$ cat config.mk
export PLATFORM = sky130hd
export DESIGN_NAME = toggle_pulse_decoder
export DESIGN_NICKNAME = d
export VERILOG_FILES = /design/src/rtl/toggle_pulse_decoder.sv
export SDC_FILE = /design/constraint.sdc
export NUM_CORES = 1
export LEC_CHECK = 0
export CORE_MARGIN = 2
export CORE_UTILIZATION = 32
export DETAILED_ROUTE_END_ITERATION = 10
export GPL_ROUTABILITY_DRIVEN = 1
export HOLD_SLACK_MARGIN = 0.15
export PLACE_DENSITY = 0.64
export SETUP_SLACK_MARGIN = 0.3
export SLEW_MARGIN = 5
export SYNTH_ARGS = -nofsm -noshare
export SYNTH_HDL_FRONTEND = slang
export SYNTH_SLANG_ARGS = --single-unit
$ cat constraint.sdc
create_clock -name clk -period 5.8 [get_ports clk]
set_input_delay 1.16 -clock clk [delete_from_list [all_inputs] [get_ports clk]]
set_output_delay 1.16 -clock clk [all_outputs]
set_load 0.02 [all_outputs]
$ cat src/rtl/toggle_pulse_decoder.sv
// Receive end of a toggle-signalling link: synchronises a remote toggle level, emits one pulse per
// level change, queues events for a valid/ready consumer and keeps a wrapping event total.
// Optional sticky drop flag on ovf when TOGGLE_DEC_OVF_EN is defined; otherwise ovf is tied low.
module toggle_pulse_decoder #(
  parameter int unsigned SYNC_STAGES = 2,
  parameter int unsigned PEND_W      = 4,
  parameter int unsigned COUNT_W     = 8
) (
  input  logic               clk,
  input  logic               rst,
  input  logic               tgl,
  output logic               pulse,
  output logic               evt_valid,
  input  logic               evt_ready,
  output logic [PEND_W-1:0]  pending,
  output logic [COUNT_W-1:0] evt_cnt,
  output logic               ovf
);

  localparam int unsigned PrimeW = $clog2(SYNC_STAGES + 1);

  typedef enum logic [0:0] {StPrime, StRun} state_e;

  state_e                   state_q, state_d;
  logic [PrimeW-1:0]        prime_cnt_q, prime_cnt_d;
  logic [SYNC_STAGES-1:0]   sync_q, sync_d;
  logic                     tgl_prev_q, tgl_prev_d;
  logic                     pulse_q, pulse_d;
  logic [PEND_W-1:0]        pending_q, pending_d;
  logic [COUNT_W-1:0]       cnt_q, cnt_d;
  logic                     tgl_s;
  logic                     tgl_edge;
  logic                     pop;
  logic                     pend_full;

  // FSM state register
  always_ff @(posedge clk or posedge rst) begin
    if (rst) begin
      state_q     <= StPrime;
      prime_cnt_q <= '0;
    end else begin
      state_q     <= state_d;
      prime_cnt_q <= prime_cnt_d;
    end
  end

  // Stay in prime long enough for the synchroniser and tgl_prev to hold the settled level.
  always_comb begin
    state_d     = state_q;
    prime_cnt_d = prime_cnt_q;
    unique case (state_q)
      StPrime: begin
        if (prime_cnt_q == PrimeW'(SYNC_STAGES)) begin
          state_d = StRun;
        end else begin
          prime_cnt_d = prime_cnt_q + PrimeW'(1);
        end
      end
      StRun: state_d = StRun;
      default: state_d = StPrime;
    endcase
  end

  // FSM output: edge detection is only enabled in run.
  always_comb begin
    tgl_edge = 1'b0;
    unique case (state_q)
      StPrime: tgl_edge = 1'b0;
      StRun:   tgl_edge = tgl_s ^ tgl_prev_q;
      default: tgl_edge = 1'b0;
    endcase
  end

  assign tgl_s     = sync_q[SYNC_STAGES-1];
  assign pop       = evt_valid & evt_ready;
  assign pend_full = &pending_q;

  always_comb begin
    sync_d     = {sync_q[SYNC_STAGES-2:0], tgl};
    tgl_prev_d = tgl_s;
    pulse_d    = tgl_edge;
    cnt_d      = cnt_q + (tgl_edge ? COUNT_W'(1) : COUNT_W'(0));
    pending_d  = pending_q;
    if (tgl_edge && !pop) begin
      if (!pend_full) pending_d = pending_q + PEND_W'(1);
    end else if (!tgl_edge && pop) begin
      pending_d = pending_q - PEND_W'(1);
    end
  end

  always_ff @(posedge clk or posedge rst) begin
    if (rst) begin
      sync_q     <= '0;
      tgl_prev_q <= 1'b0;
      pulse_q    <= 1'b0;
      pending_q  <= '0;
      cnt_q      <= '0;
    end else begin
      sync_q     <= sync_d;
      tgl_prev_q <= tgl_prev_d;
      pulse_q    <= pulse_d;
      pending_q  <= pending_d;
      cnt_q      <= cnt_d;
    end
  end

`ifdef TOGGLE_DEC_OVF_EN
  logic ovf_q, ovf_d;

  // A pop always frees a slot, so only an unpopped edge into a full queue is a drop.
  always_comb begin
    ovf_d = ovf_q | (tgl_edge & ~pop & pend_full);
  end

  always_ff @(posedge clk or posedge rst) begin
    if (rst) begin
      ovf_q <= 1'b0;
    end else begin
      ovf_q <= ovf_d;
    end
  end

  assign ovf = ovf_q;
`else
  assign ovf = 1'b0;
`endif

  assign pulse     = pulse_q;
  assign pending   = pending_q;
  assign evt_valid = (pending_q != '0);
  assign evt_cnt   = cnt_q;

endmodule

Word-level counts from Yosys, hierarchy flattened
Cells that the tools add are included.
Word-level totals
  bits in registers: 19
  latch bits: 0
  bits in writable memories: 0
  bits in read-only memories: 0
  input bits: 4
  logic and storage cells: 33
  memories kept: 0
Cells by class
  add/subtract/negate cells: 4
  multipliers: 0
  divide/modulo/power cells: 0
  $lt $le $gt $ge: 0
  equal/unequal tests: 2
  shift operators: 0
  mux-type cells: 7
  bitwise gates (word level): 4
  reductions and logical operators: 9
Operators by type and width (number)
  $mux 4: 3
  $add 8x1->8: 1
  $add 4x1->4 const B: 1
  $pmux 1 s2: 2
  $reduce_and 2->1: 2
  $reduce_and 4->1: 1
  $reduce_bool 4->1: 1
  $sub 4x1->4 const B: 1
  $add 2x1->2 const B: 1
  $eq 2x2->1 const B: 1
  $logic_and 1x1->1: 2
  $logic_not 1->1: 2
  $mux 1: 2
  $ne 2x2->1 const B: 1
  $not 1->1: 2
  $reduce_bool 2->1: 1
  $and 1x1->1: 1
  $xor 1x1->1: 1

Depth between registers and ports, before layout
  depth after elaboration: 6
  depth in mapped cells: 8

Least setup slack after synthesis
Ideal clock, no wire load.
  path kind: register to output
  from: reg pending_q[0], in the netlist pending[0]
  to: out evt_valid
  arrival time: 1.275 ns
  slack: 3.365 ns
  stages on the path, launching flop included: 2
  buffers on the path: 0
  cell sequence: dfrtp_1 -> or4_2
Between the ends
  cells in the longest elaborated chain, start to end: 1
Ends and longest elaborated chain
  start: declaration: RTL line 29  | logic [PEND_W-1:0] pending_q, pending_d;
  start signal: assignment: RTL line 102  | pending_q <= pending_d;
  $reduce_bool 4->1: RTL line 130  | assign evt_valid = (pending_q != '0);
  end: declaration: RTL line 13  | output logic evt_valid,
Every way passes these cells.

Worst setup path after layout
Same ends and word-level chain as after synthesis.

==> results.txt <==
The largest total area in the synthesized netlist belongs to dfrtp_1. The number of cells traversed by the worst register-to-register path came out at 7. The number of sinks on the clock net is 19, and the detail-routed net length per standard cell is 10.82 um. Across the whole layout, storage elements account for 475.5 um^2. The tightest slew margin relative to the limit was 0.5294.

CTS placed an instance of clkbuf_4 at the clock tree root. In the routed design, unresolved DRC markers number 0. No sink is reached through more buffers than the 2 on the longest clock path. The count of flip-flops with a built-in enable after synthesis is 0, and the wire length of the first global-routing pass is 2.070 mm. The worst path needs 3.158 ns of the cycle, external delays included. After clock tree synthesis, the clock-pin slew on the worst setup and hold paths is 0.10 ns.

For the worst setup path, the data required time is 4.64 ns. Sorting the synthesized cells by how often they occur yields dfrtp_1, xor2_1, ha_1. The post-CTS repair timing setup buffer count was 0.

The synthesized netlist occupies a cell area of 825.8 um^2. The number of design-rule violations left by the first detailed-router iteration was 0. The run finished with clean final reports. Register bit total from synthesis: 19. The cell count after synthesis came out at 63.

The number of top-level design ports is 19, and the areal power density over the cells is 488.9 mW/mm^2. Timing analysis after detailed placement gives a worst setup slack of 2.888 ns. The number of rows in the core area came out at 18. The die is 54.80 um wide.

The max-slew violation count is 0. The cell with the most instances after synthesis was dfrtp_1. The fraction of layout cells with a size suffix above 1 was 0.08434; the CTS buffer count was 3.

Cell family with the largest share of critical-path delay: simple AND/OR/NAND/NOR gates. The total wirelength of the detailed-routed design came out at 1.223 mm. The global-route total usage across every layer was 0.1015; the footprint of the multi-input gates was 331.6 um^2. Detailed-router iteration count before antenna repair: 1. The setup total negative slack came out at 0 ns. Area growth from synthesis to final layout: 27.42%. For the pin with the worst max-slew slack, the measured transition is 0.7052 ns. The weighted congestion reported at the end of routability-driven placement was 0.7231; the number of diodes was 0.

After the last flow step, the layout net total stands at 94. In this run the mean area of a mapped cell was 13.11 um^2. The die span in y is 54.80 um. The clock reaches the later pin of the worst-skew pair after 0.29 ns.

The net count after synthesis is 73. Along the worst path, the maximum fanout reaches 7. The number of placed instances, taps included, is 109. Setup repair after global routing left no endpoint under its margin. The logs give 0 for the number of max-cap violations and 113 for the number of standard cells in the layout, taps in and fillers out.

Yosys mapped the design onto 22 distinct sky130hd cell types. The proportion of synthesized flip-flops having asynchronous set or reset is 1.000. Total count of hold-check failures in the final report: 0. TritonCTS built the clock tree. The die covers 0.003003 mm^2.

Dividing the detail-routed via count by the number of cells gives 4.460. The count of final setup violators was 0; the level count of the clock H-tree was 1. Sorting the synthesized cells by area gives the leading types as dfrtp_1, ha_1, xor2_1. Final worst-path cycle share: 0.5446. The number of cells on the worst hold path is 0.

In the synthesized netlist the dominant register cell turns out to be dfrtp_1. The worst setup path is captured at a primary output. The worst-case IR drop observed on VDD is 0.2528 mV.

In this run the worst hold path is classified as reg2reg. The run gives 2.642 ns as the smallest setup slack after layout. After filler insertion, the fill cell instance count of the layout stands at 231.

The run gives 0 as the initial antenna violation count. The tools report the post-cts resize count as 0. The critical path runs through a total of 2 cells. For the warning count from the yosys run, the log shows 0. The critical path in this run is classified as reg2out. The number of buffers and inverters on the critical path was 1; the count of port buffers added during placement was 17. The run gives 2.00 ns as the data arrival time of the worst path. The area share of the leading cell type in the synthesized netlist was 0.5758; the pin count of the biggest net entering global routing was 20. The logs give 0.3364 for the starting density of the core and 316.6 MHz for the highest achievable clock rate. Share of the yosys chip area belonging to registers: 0.5758.

The via count of the first global-routing pass is 488. The detail route stage leaves a number of antenna-violating nets equal to 0. For this run, the slowest stage of the critical path takes 0.67 ns. Once detailed placement completed, the half-perimeter wirelength came to 940.6 um. The worst setup path is launched from a flop.

The core area came out at 0.002455 mm^2. Hold repair after CTS inserted 0 buffers. The static power due to leakage was 0.4619 nW. The slowest stage of the critical path belongs to the cell or4_2. The critical path goes through or4_2 > clkdlybuf4s50_1. Global routing finished with a remaining overflow of 0. Detailed routing inserted a total of 504 vias. Clock skew on the completed layout was measured at 0.001500 ns.
[layout by cell type, fill, tap and decap left out]
master	instances
clkbuf_4	3
ha_1	5
nand2_2	1
mux2i_1	1
or4_2	1
dfrtp_1	19
inv_1	3
conb_1	1
xor2_1	7
mux2_1	2
a21oi_1	2
nand3_1	3
and3_1	1
a21o_2	1
fa_1	1
xnor2_1	4
clkdlybuf4s50_1	17
and2_1	1
o41ai_2	1
nand2_1	2
nand4_1	2
nor2_1	3
a21o_1	1
clkbuf_1	1
[cell type report]
cell class / count / share of cell area
Inverter: 3 / 0.01070
Tap cell: 30 / 0.03567
Timing Repair Buffer: 17 / 0.1617
Clock buffer: 4 / 0.02497
Sequential cell: 19 / 0.4518
Multi-Input combinational cell: 40 / 0.3151
[path summary, 6_finish.rpt]
kind	slack (ns)	start	endpoint
worst min-delay path	0.36	sync_q[0]$_DFF_PP0_	sync_q[1]$_DFF_PP0_
worst min register to register	0.36	sync_q[0]$_DFF_PP0_	sync_q[1]$_DFF_PP0_
worst max register to register	3.63	pending[0]$_DFFE_PP0P_	pending[3]$_DFFE_PP0P_
worst max-delay path	2.64	pending[0]$_DFFE_PP0P_	evt_valid
min in group asynchronous	1.27	rst	evt_cnt[1]$_DFF_PP0_
max in group asynchronous	4.09	rst	evt_cnt[2]$_DFF_PP0_
[flip-flops by register name, summed over array words and instances (netlist names)]
| signal | flops |
|---|---|
| prime_cnt_q | 2 |
| tgl_prev_q | 1 |
| pending | 4 |
| pulse | 1 |
| evt_cnt | 8 |
| state_q | 1 |
| sync_q | 2 |
[routing by layer]
metal	track usage	wire, um	vias up
li1	-	-	251
met1	0.1126	594	244
met2	0.1667	563	9
met3	0.05738	65	0
met4	0.02500	0	0
met5	0	0	-
[kinds of logic after synthesis]
kind of cell    synth area share
compound gates           0.05153
xor+xnor                  0.1167
fa+ha+maj                 0.1000
buf+inv                  0.02273
flops                     0.5758
mux                      0.03939
other cells             0.004541
simple gates             0.08941
[through the flow]
stage	hold slack, ns	total power, W	instance area (um^2)	util
after floorplan	0.3312	0.0003540	825.8	-
after global placement	0.3350	0.0004523	1026	0.4179
after detailed placement	0.3381	0.0004570	1026	0.4179
after CTS	0.3627	0.0005250	1052	0.4286
after global routing	0.3817	0.0005575	1052	0.4286
final	0.3586	0.0005144	1052	0.4286
[where the power goes]
part | internal [W] | total (W) | leakage [nW] | switching (W)
logic | 0.000119 | 0.000227 | 0.222 | 0.000108
clock network | 0.0000267 | 0.0000637 | 0.0150 | 0.0000370
registers | 0.000173 | 0.000224 | 0.225 | 0.0000510
No activity file was read; power rests on OpenSTA's default activity.
